==> src/rtl/lsu_pkg.sv <==
// rtl/lsu_pkg.sv - shared funct3 codes, FSM state type and lane helpers for the LSU
package lsu_pkg;

    localparam logic [2:0] F3_B  = 3'b000;
    localparam logic [2:0] F3_H  = 3'b001;
    localparam logic [2:0] F3_W  = 3'b010;
    localparam logic [2:0] F3_BU = 3'b100;
    localparam logic [2:0] F3_HU = 3'b101;

    typedef enum logic [1:0] {
        IDLE = 2'd0,
        WAIT = 2'd1,
        RESP = 2'd2
    } lsu_state_t;

    // Only funct3[1:0] selects the width; the unsigned bit does not change the mask.
    function automatic logic [3:0] lane_mask(input logic [2:0] funct3, input logic [1:0] off);
        case (funct3[1:0])
            2'b00:   lane_mask = 4'b0001 << off;
            2'b01:   lane_mask = 4'b0011 << off;
            2'b10:   lane_mask = 4'b1111;
            default: lane_mask = 4'b0000;
        endcase
    endfunction

    function automatic logic [31:0] load_extend(input logic [2:0] funct3, input logic [31:0] word,
                                                input logic [1:0] off);
        logic [31:0] sh;
        sh = word >> {off, 3'b000};
        case (funct3)
            F3_B:    load_extend = {{24{sh[7]}}, sh[7:0]};
            F3_H:    load_extend = {{16{sh[15]}}, sh[15:0]};
            F3_W:    load_extend = sh;
            F3_BU:   load_extend = {24'd0, sh[7:0]};
            F3_HU:   load_extend = {16'd0, sh[15:0]};
            default: load_extend = 32'd0;
        endcase
    endfunction

endpackage

==> src/rtl/lsu_align.sv <==
// rtl/lsu_align.sv - combinational request check, byte-lane mask, store shift and load extend
module lsu_align
    import lsu_pkg::*;
(
    input  logic        chk_is_store,
    input  logic [2:0]  chk_funct3,
    input  logic [1:0]  chk_off,
    output logic        err,
    input  logic [2:0]  funct3,
    input  logic [1:0]  off,
    input  logic [31:0] wdata,
    input  logic [31:0] rdata,
    output logic [3:0]  mask,
    output logic [31:0] wdata_sh,
    output logic [31:0] rdata_ext
);

    logic bad_f3;
    logic misal;

    always_comb begin
        bad_f3 = chk_is_store ? (chk_funct3 > F3_W)
                              : (chk_funct3 == 3'b011 || chk_funct3[2:1] == 2'b11);
        misal  = (chk_funct3[1:0] == 2'b01 && chk_off[0]) ||
                 (chk_funct3[1:0] == 2'b10 && chk_off != 2'b00);
        err    = bad_f3 || misal;
    end

    assign mask      = lane_mask(funct3, off);
    assign wdata_sh  = wdata << {off, 3'b000};
    assign rdata_ext = load_extend(funct3, rdata, off);

endmodule

==> src/rtl/lsu_mem_if.sv <==
// rtl/lsu_mem_if.sv - RV32 load/store unit: request handshake, timed single memory access, response handshake
module lsu_mem_if
    import lsu_pkg::*;
#(
    parameter int LAT  = 1,
    parameter int XLEN = 32
) (
    input  logic            clock,
    input  logic            reset,
    input  logic            in_valid,
    output logic            in_ready,
    input  logic            in_is_store,
    input  logic [2:0]      in_funct3,
    input  logic [XLEN-1:0] in_addr,
    input  logic [XLEN-1:0] in_wdata,
    output logic            out_valid,
    input  logic            out_ready,
    output logic [XLEN-1:0] out_rdata,
    output logic            out_err,
    output logic            mem_we,
    output logic [XLEN-1:0] mem_waddr,
    output logic [XLEN-1:0] mem_raddr,
    output logic [XLEN-1:0] mem_wdata,
    output logic [7:0]      mem_wmask,
    input  logic [XLEN-1:0] mem_rdata
);

    localparam logic [3:0] LAT_M1 = 4'(LAT - 1);

    lsu_state_t      state;
    logic [3:0]      count;
    logic            is_store;
    logic [2:0]      funct3;
    logic [XLEN-1:0] addr;
    logic [XLEN-1:0] wdata;
    logic            valid_q;
    logic            err_q;
    logic [XLEN-1:0] rdata_q;

    logic            req_err;
    logic [3:0]      mask;
    logic [XLEN-1:0] wdata_sh;
    logic [XLEN-1:0] rdata_ext;
    logic            access;
    logic            in_wait;

    lsu_align u_align (
        .chk_is_store (in_is_store),
        .chk_funct3   (in_funct3),
        .chk_off      (in_addr[1:0]),
        .err          (req_err),
        .funct3       (funct3),
        .off          (addr[1:0]),
        .wdata        (wdata),
        .rdata        (mem_rdata),
        .mask         (mask),
        .wdata_sh     (wdata_sh),
        .rdata_ext    (rdata_ext)
    );

    // Reset gates the memory port directly so a reset landing on the access cycle suppresses the write.
    assign in_wait   = (state == WAIT) && !reset;
    assign access    = in_wait && (count == 4'd0);
    assign mem_we    = access && is_store;
    assign mem_wmask = {4'b0000, mem_we ? mask : 4'b0000};
    assign mem_wdata = mem_we ? wdata_sh : '0;
    assign mem_waddr = in_wait ? {addr[XLEN-1:2], 2'b00} : '0;
    assign mem_raddr = mem_waddr;

    assign in_ready  = reset || (state == IDLE);
    assign out_valid = valid_q && !reset;
    assign out_err   = err_q && !reset;
    assign out_rdata = reset ? '0 : rdata_q;

    always_ff @(posedge clock) begin
        if (reset) begin
            state    <= IDLE;
            count    <= 4'd0;
            is_store <= 1'b0;
            funct3   <= 3'd0;
            addr     <= '0;
            wdata    <= '0;
            valid_q  <= 1'b0;
            err_q    <= 1'b0;
            rdata_q  <= '0;
        end else begin
            case (state)
                IDLE: begin
                    if (in_valid) begin
                        is_store <= in_is_store;
                        funct3   <= in_funct3;
                        addr     <= in_addr;
                        wdata    <= in_wdata;
                        rdata_q  <= '0;
                        if (req_err) begin
                            state   <= RESP;
                            valid_q <= 1'b1;
                            err_q   <= 1'b1;
                        end else begin
                            state   <= WAIT;
                            count   <= LAT_M1;
                            err_q   <= 1'b0;
                        end
                    end
                end
                WAIT: begin
                    if (count == 4'd0) begin
                        state   <= RESP;
                        valid_q <= 1'b1;
                        rdata_q <= is_store ? '0 : rdata_ext;
                    end else begin
                        count <= count - 4'd1;
                    end
                end
                RESP: begin
                    if (out_ready) begin
                        state   <= IDLE;
                        valid_q <= 1'b0;
                    end
                end
                default: state <= IDLE;
            endcase
        end
    end

endmodule
==> config.mk <==
export PLATFORM = sky130hd
export DESIGN_NAME = lsu_mem_if
export DESIGN_NICKNAME = d
export VERILOG_FILES = /design/src/rtl/lsu_pkg.sv /design/src/rtl/lsu_align.sv /design/src/rtl/lsu_mem_if.sv
export SDC_FILE = /design/constraint.sdc
export NUM_CORES = 1
export LEC_CHECK = 0
export ABC_AREA = 0
export BUFFER_PORTS_ARGS = -buffer_cell sky130_fd_sc_hd__buf_4
export CAP_MARGIN = 30
export CORE_UTILIZATION = 50
export CTS_CLUSTER_DIAMETER = 120
export CTS_CLUSTER_SIZE = 40
export DETAILED_ROUTE_END_ITERATION = 7
export PLACE_DENSITY = 0.93
export RECOVER_POWER = 100
export SYNTH_ARGS = -nofsm -noshare
export SYNTH_HDL_FRONTEND = slang
export SYNTH_SLANG_ARGS = --single-unit
==> constraint.sdc <==
create_clock -name clock -period 3.5 [get_ports clock]
set_input_delay 0.175 -clock clock [delete_from_list [all_inputs] [get_ports clock]]
set_output_delay 0.175 -clock clock [all_outputs]
set_load 0.005 [all_outputs]
Word-level counts from Yosys, hierarchy flattened
Cells that the tools add are included.
W data, S select, Z words.
Operators by class
  reductions and logical operators: 24
  eq/ne operators: 18
  muxes and demuxes: 26
  add/sub/neg operators: 1
  shift operators: 4
  order comparisons: 1
Operators by type and width (count)
  $mux W32: 6
  $pmux W32 S5: 1
  $pmux W32 S2: 1
  $shl A32 B5 Y32: 1
  $shr A32 B5 Y32: 1
  $mux W4: 4
  $pmux W4 S3: 1
  $ne A2 B2 Y1 const B: 5
  $eq A2 B2 Y1 const B: 4
  $mux W2: 4
  $pmux W4 S2: 1
  $logic_and A1 B1 Y1: 7
  $eq A2 B1 Y1 const B: 3
  $eq A3 B2 Y1 const B: 2
  $eq A3 B3 Y1 const B: 2
  $mux W1: 6
  $pmux W2 S3: 1
  $reduce_and A3 Y1: 2
  $reduce_and A5 Y1: 1
  $logic_not A2 Y1: 2
  $logic_not A4 Y1: 1
  $logic_or A1 B1 Y1: 4
  $reduce_and A4 Y1: 1
  $reduce_bool A2 Y1: 2
  other kinds (11): 11
Storage, ports and cells
  input port bits: 104
  word-level logic and storage cells: 83
  output and inout bits: 140
  bits in registers: 108

Longest topological paths before layout
  depth after elaboration: 7
  mapped depth: 8

Modules after synthesis
Synthesis repeated with hierarchy kept, for this count alone.
Unflattened totals
  cell total of the unflattened synthesis: 807
  area total of the unflattened synthesis: 6473.7 um2
By module, submodules not included
  lsu_mem_if: seq. area each 2162.1 um2, area each 5064.9 um2, times used 1, cells each 603
  lsu_align: seq. area each 0.0 um2, area each 1408.9 um2, times used 1, cells each 204

Worst setup path before layout
OpenSTA, ideal clock, no wires.
  path type: flip-flop to flip-flop
  start: reg count[0]
  end: reg count[0]
  cell stages (with the launch flop): 6
  path buffers: 0
  arrival time: 1718 ps
  path slack: 1661 ps
  required time: 3379 ps
  library setup time: 121 ps
  period minus slack after synthesis: 1839 ps
  cell sequence: dfxtp_1 > inv_1 > ha_1 > or3b_1 > a2bb2oi_1 > mux2_2
On the way
  longest elaborated chain between the ends: 3
  elaborated cells between the ends (all ways): 6
  classes of those cells: add/sub (1); eq/ne (1); mux (2); reduce/logical (2)
Ends and longest elaborated chain
  start, declared: RTL line lsu_mem_if.sv:31  | logic [3:0] count;
  start signal, assigned: RTL line lsu_mem_if.sv:112  | count <= count - 4'd1;
  $sub A4 B1 Y4 or $logic_not A4 Y1 (tied branches): RTL line lsu_mem_if.sv:112, lsu_mem_if.sv:107
  $mux W4 or $ne A2 B2 Y1 (tied branches)
  $pmux W4 S2 or $reduce_and A4 Y1 (tied branches)
Parallel ways exist; a longest one is shown, timed or not. The select of a mux whose other input is x is not followed.
A chain may end at the register's enable or synchronous reset.

Final worst setup path
  start: reg addr[0]
  end: out mem_wmask[2]
On the way
  longest elaborated chain between the ends: 3
  elaborated cells between the ends (all ways): 4
  classes of those cells: shift (2); mux (2)
Ends and longest elaborated chain
  start, declared: RTL line lsu_mem_if.sv:34  | logic [XLEN-1:0] addr;
  start signal, assigned: RTL line lsu_mem_if.sv:92  | addr <= in_addr;
  $shl A2 B2 Y4 or $shl A1 B2 Y4 (tied branches): RTL line lsu_pkg.sv:20, lsu_pkg.sv:19
  $pmux W4 S3 (*): RTL line lsu_pkg.sv:18  | case (funct3[1:0])
  $mux W4 (*): RTL line lsu_mem_if.sv:65  | assign mem_wmask = {4'b0000, mem_we ? mask : 4'b0000};
  end, declared: RTL line lsu_mem_if.sv:24  | output logic [7:0] mem_wmask,
Mark *: on every way between the ends. The rest lies on a longest branch, timed or not.

==> metrics.cfg <==
[layout]
drive_above_1_share_pct = 28.3
antenna_cells = 0
final_core_util_pct = 66.5
syn_to_final_growth_pct = 30.0
fin_area_um2 = 7560
final_nets = 1038

[placement]
routabilityCongestion = 0.858
placed_cell_area_um2 = 7350
dp_hpwl_mm = 11.7
portBuffers = 235
place_worst_setup_slack_ps = 1230

[synth]
synth.distinct_cells = 51
syn_area_per_cell_um2 = 7.60
synthAdderAreaFrac_pct = 0.215
synth_edf_count = 0
ys.flop_type = dfxtp_1
syn_inst = 765
async_flop_share_pct = 0
synth_xor_area_share_pct = 0.151
syn-cell-area_um2 = 5820
synth_simple_gate_area_share_pct = 30.9
yosys-top-cells-area = dfxtp_1, nand2_1, a21oi_1
yosysSeqAreaShare_pct = 37.2
synth_top_area_share_pct = 37.2
yosys.area.top_type = dfxtp_1
synth_top_family_by_area = simple AND/OR/NAND/NOR gates
synth_compound_area_share_pct = 15.7
synth_mux_area_share_pct = 6.24
yosysWarnings = 0
synth_seq_cells = 108

[timing]
rsz0062_at_grt = no
drv_slew = 80
fin_ws_ps = 524
worst_clock_skew_ps = 9.45
worst_slew_pin_slew_ps = 1620
setup_viol = 0
fin_crit_ps = 2980
hold_viol_final = 0
tns_ps = 0
fmax_ghz = 0.336
slew_headroom_pct = -8.15
fin_crit_sh_pct = 85.0

[cts]
cts_tree = yes
numCtsBuffers = 9
ctsHoldBuffers = 0
ctsLongestPathBuffers = 2
postCtsSetupBuffers = 0
cts_root_buffer = clkbuf_16
cts_sinks = 108
clock_latency_ps = 340
cts.repair.resized = 0
cts-htree-levels = 3
clk_pin_slew_ps = 70

[floorplan]
core_area_um2 = 11400
die_x_um = 110
die_area_um2 = 12100
rows = 39
num_io_pins = 244
die_y_um = 110
start_util_pct = 51.2

[pwr]
leakagePower_nw = 3.34
vdd_drop_max_uv = 249
p_per_area_nw_per_um2 = 367

[routing]
ant_nets = 0
wl_per_cell_um = 15.4
met3_wirelength_mm = 1.25
top_layer_used = met4
wl_met1_mm = 6.87
drt-initial-drc-count = 485
wl_mm = 16.6
vias = 5808
via_per_inst = 5.38
met2_wirelength_mm = 8.25
drc = 0
dr.pass1.iters = 5

[setup_path]
crit_fanout = 73
crit_top_cell = buf_4
crit_path_end_kind = output pin
critPathTopFamily = buffers and inverters
critical_path.slowest_cell = clkbuf_1
startpoint_type = flip-flop
cp.required_ps = 3320
arrival_ps = 2800
slowest_delay_ps = 680
worstPathCellList = buf_4 -> nor2b_1 -> clkbuf_1 -> a21oi_1 -> o21a_1 -> nor2_1 -> buf_4
worstSetupPathType = flip-flop to output pin
cp.buffers_inverters = 3

[status]
violations = max-capacitance violations, max-slew violations
status = complete, but fails checks

[run]
maxCapViolCount = 1

[min_path]
hp-class = input port to flip-flop

[global_route]
grt_max_degree = 80
overflow = 0
track_usage_pct = 26.1
grt_pass1_wl_mm = 24.5
antenna_found_initial = 0
grt_pass1_vias = 4986

-- sequential cells by signal, summed over array words and instances (netlist names) --
| signal | cells |
|---|---|
| funct3 | 3 |
| addr | 32 |
| count | 4 |
| err_q | 1 |
| is_store | 1 |
| state | 2 |
| valid_q | 1 |
| wdata | 32 |
| rdata_q | 32 |
-- power breakdown --
part / total, W / internal (W) / switching, W / leakage, nW
Clock: 0.000942 / 0.000479 / 0.000463 / 0.124
Combinational: 0.000482 / 0.000208 / 0.000273 / 2.33
Sequential: 0.00135 / 0.00130 / 0.0000534 / 0.883
Total: 0.00277 / 0.00198 / 0.000790 / 3.34
-- synthesized netlist by cell type, drive strengths merged (7+ instances only) --
cell,n
nand2,182
o2bb2ai,8
nor2,40
a32o,7
and2,30
a211oi,18
nor2b,53
a22oi,8
and3,8
mux2i,34
nand3,26
a211o,7
nand4,9
clkbuf,38
buf,59
a21oi,83
dfxtp,108
-- layer usage --
layer  track usage (%)  vias up
met3              4.51       25
met4              8.00        0
met1              32.9     2664
met2              45.2      254
met5                 0        -
li1                  -     2865
-- logic make-up after synthesis --
kind of cell | after synthesis
XOR/XNOR | 1
adder cells (fa/ha/maj) | 1
AND/OR/NAND/NOR | 370
AO/OA/AOI/OAI | 145
multiplexers | 36
buffers and inverters | 103
other | 1
flip-flops | 108
-- metrics by stage --
step           power (W)  instances  hold slack, ps
6_report         0.00277       1080            70.5
5_1_grt          0.00288       1080            71.7
4_1_cts          0.00278       1079            69.0
3_5_place_dp     0.00186       1064             431
3_3_place_gp     0.00184       1064             421
2_1_floorplan    0.00167        772             311
-- worst min-delay path: cells and delay by family --
kind	cells	cell delay, ps
buffers and inverters	1	110
AOI/OAI and AO/OA	1	50
and+or+nand+nor	1	40
-- area by class of cell --
| class | count | area, um^2 |
|---|---|---|
| repair buffers | 247 | 1800 |
| clock buffers | 9 | 225 |
| multi-input cells | 561 | 3130 |
| inverters | 6 | 22.5 |
| clock inverters | 6 | 41.3 |
| flip-flops and latches | 108 | 2160 |
| fillers | 946 | 3800 |
| well taps | 143 | 179 |
-- final timing paths --
kind | from | to | slack [ps] | cells after the start
setup reg to reg | addr[1] | rdata_q[30] | 730 | 5
hold / removal | in_addr[18] | addr[18] | 70 | 3
setup / recovery | addr[0] | mem_wmask[2] | 520 | 7
hold reg to reg | addr[13] | addr[13] | 450 | 2
-- cell usage in the layout (no fill, tap or decap), drive strengths merged, types with 2 or more instances in the layout --
cell | netlist | final
a211o | 7 | 7
a211oi | 18 | 18
a21oi | 83 | 83
a22oi | 8 | 8
a32o | 7 | 7
and2 | 30 | 30
and3 | 8 | 8
buf | 59 | 154
clkbuf | 38 | 102
clkinv | 0 | 2
clkinvlp | 0 | 3
conb | 1 | 8
dfxtp | 108 | 108
inv | 6 | 7
mux2 | 2 | 2
mux2i | 34 | 34
nand2 | 182 | 182
nand2b | 5 | 5
nand3 | 26 | 26
nand4 | 9 | 9
nor2 | 40 | 40
nor2b | 53 | 53
nor3b | 3 | 3
nor4 | 3 | 3
o211ai | 2 | 2
o21ai | 4 | 4
o21bai | 2 | 2
o2bb2ai | 8 | 8
or2 | 2 | 2
or3b | 2 | 2
Power figures use the tool's default switching activity.
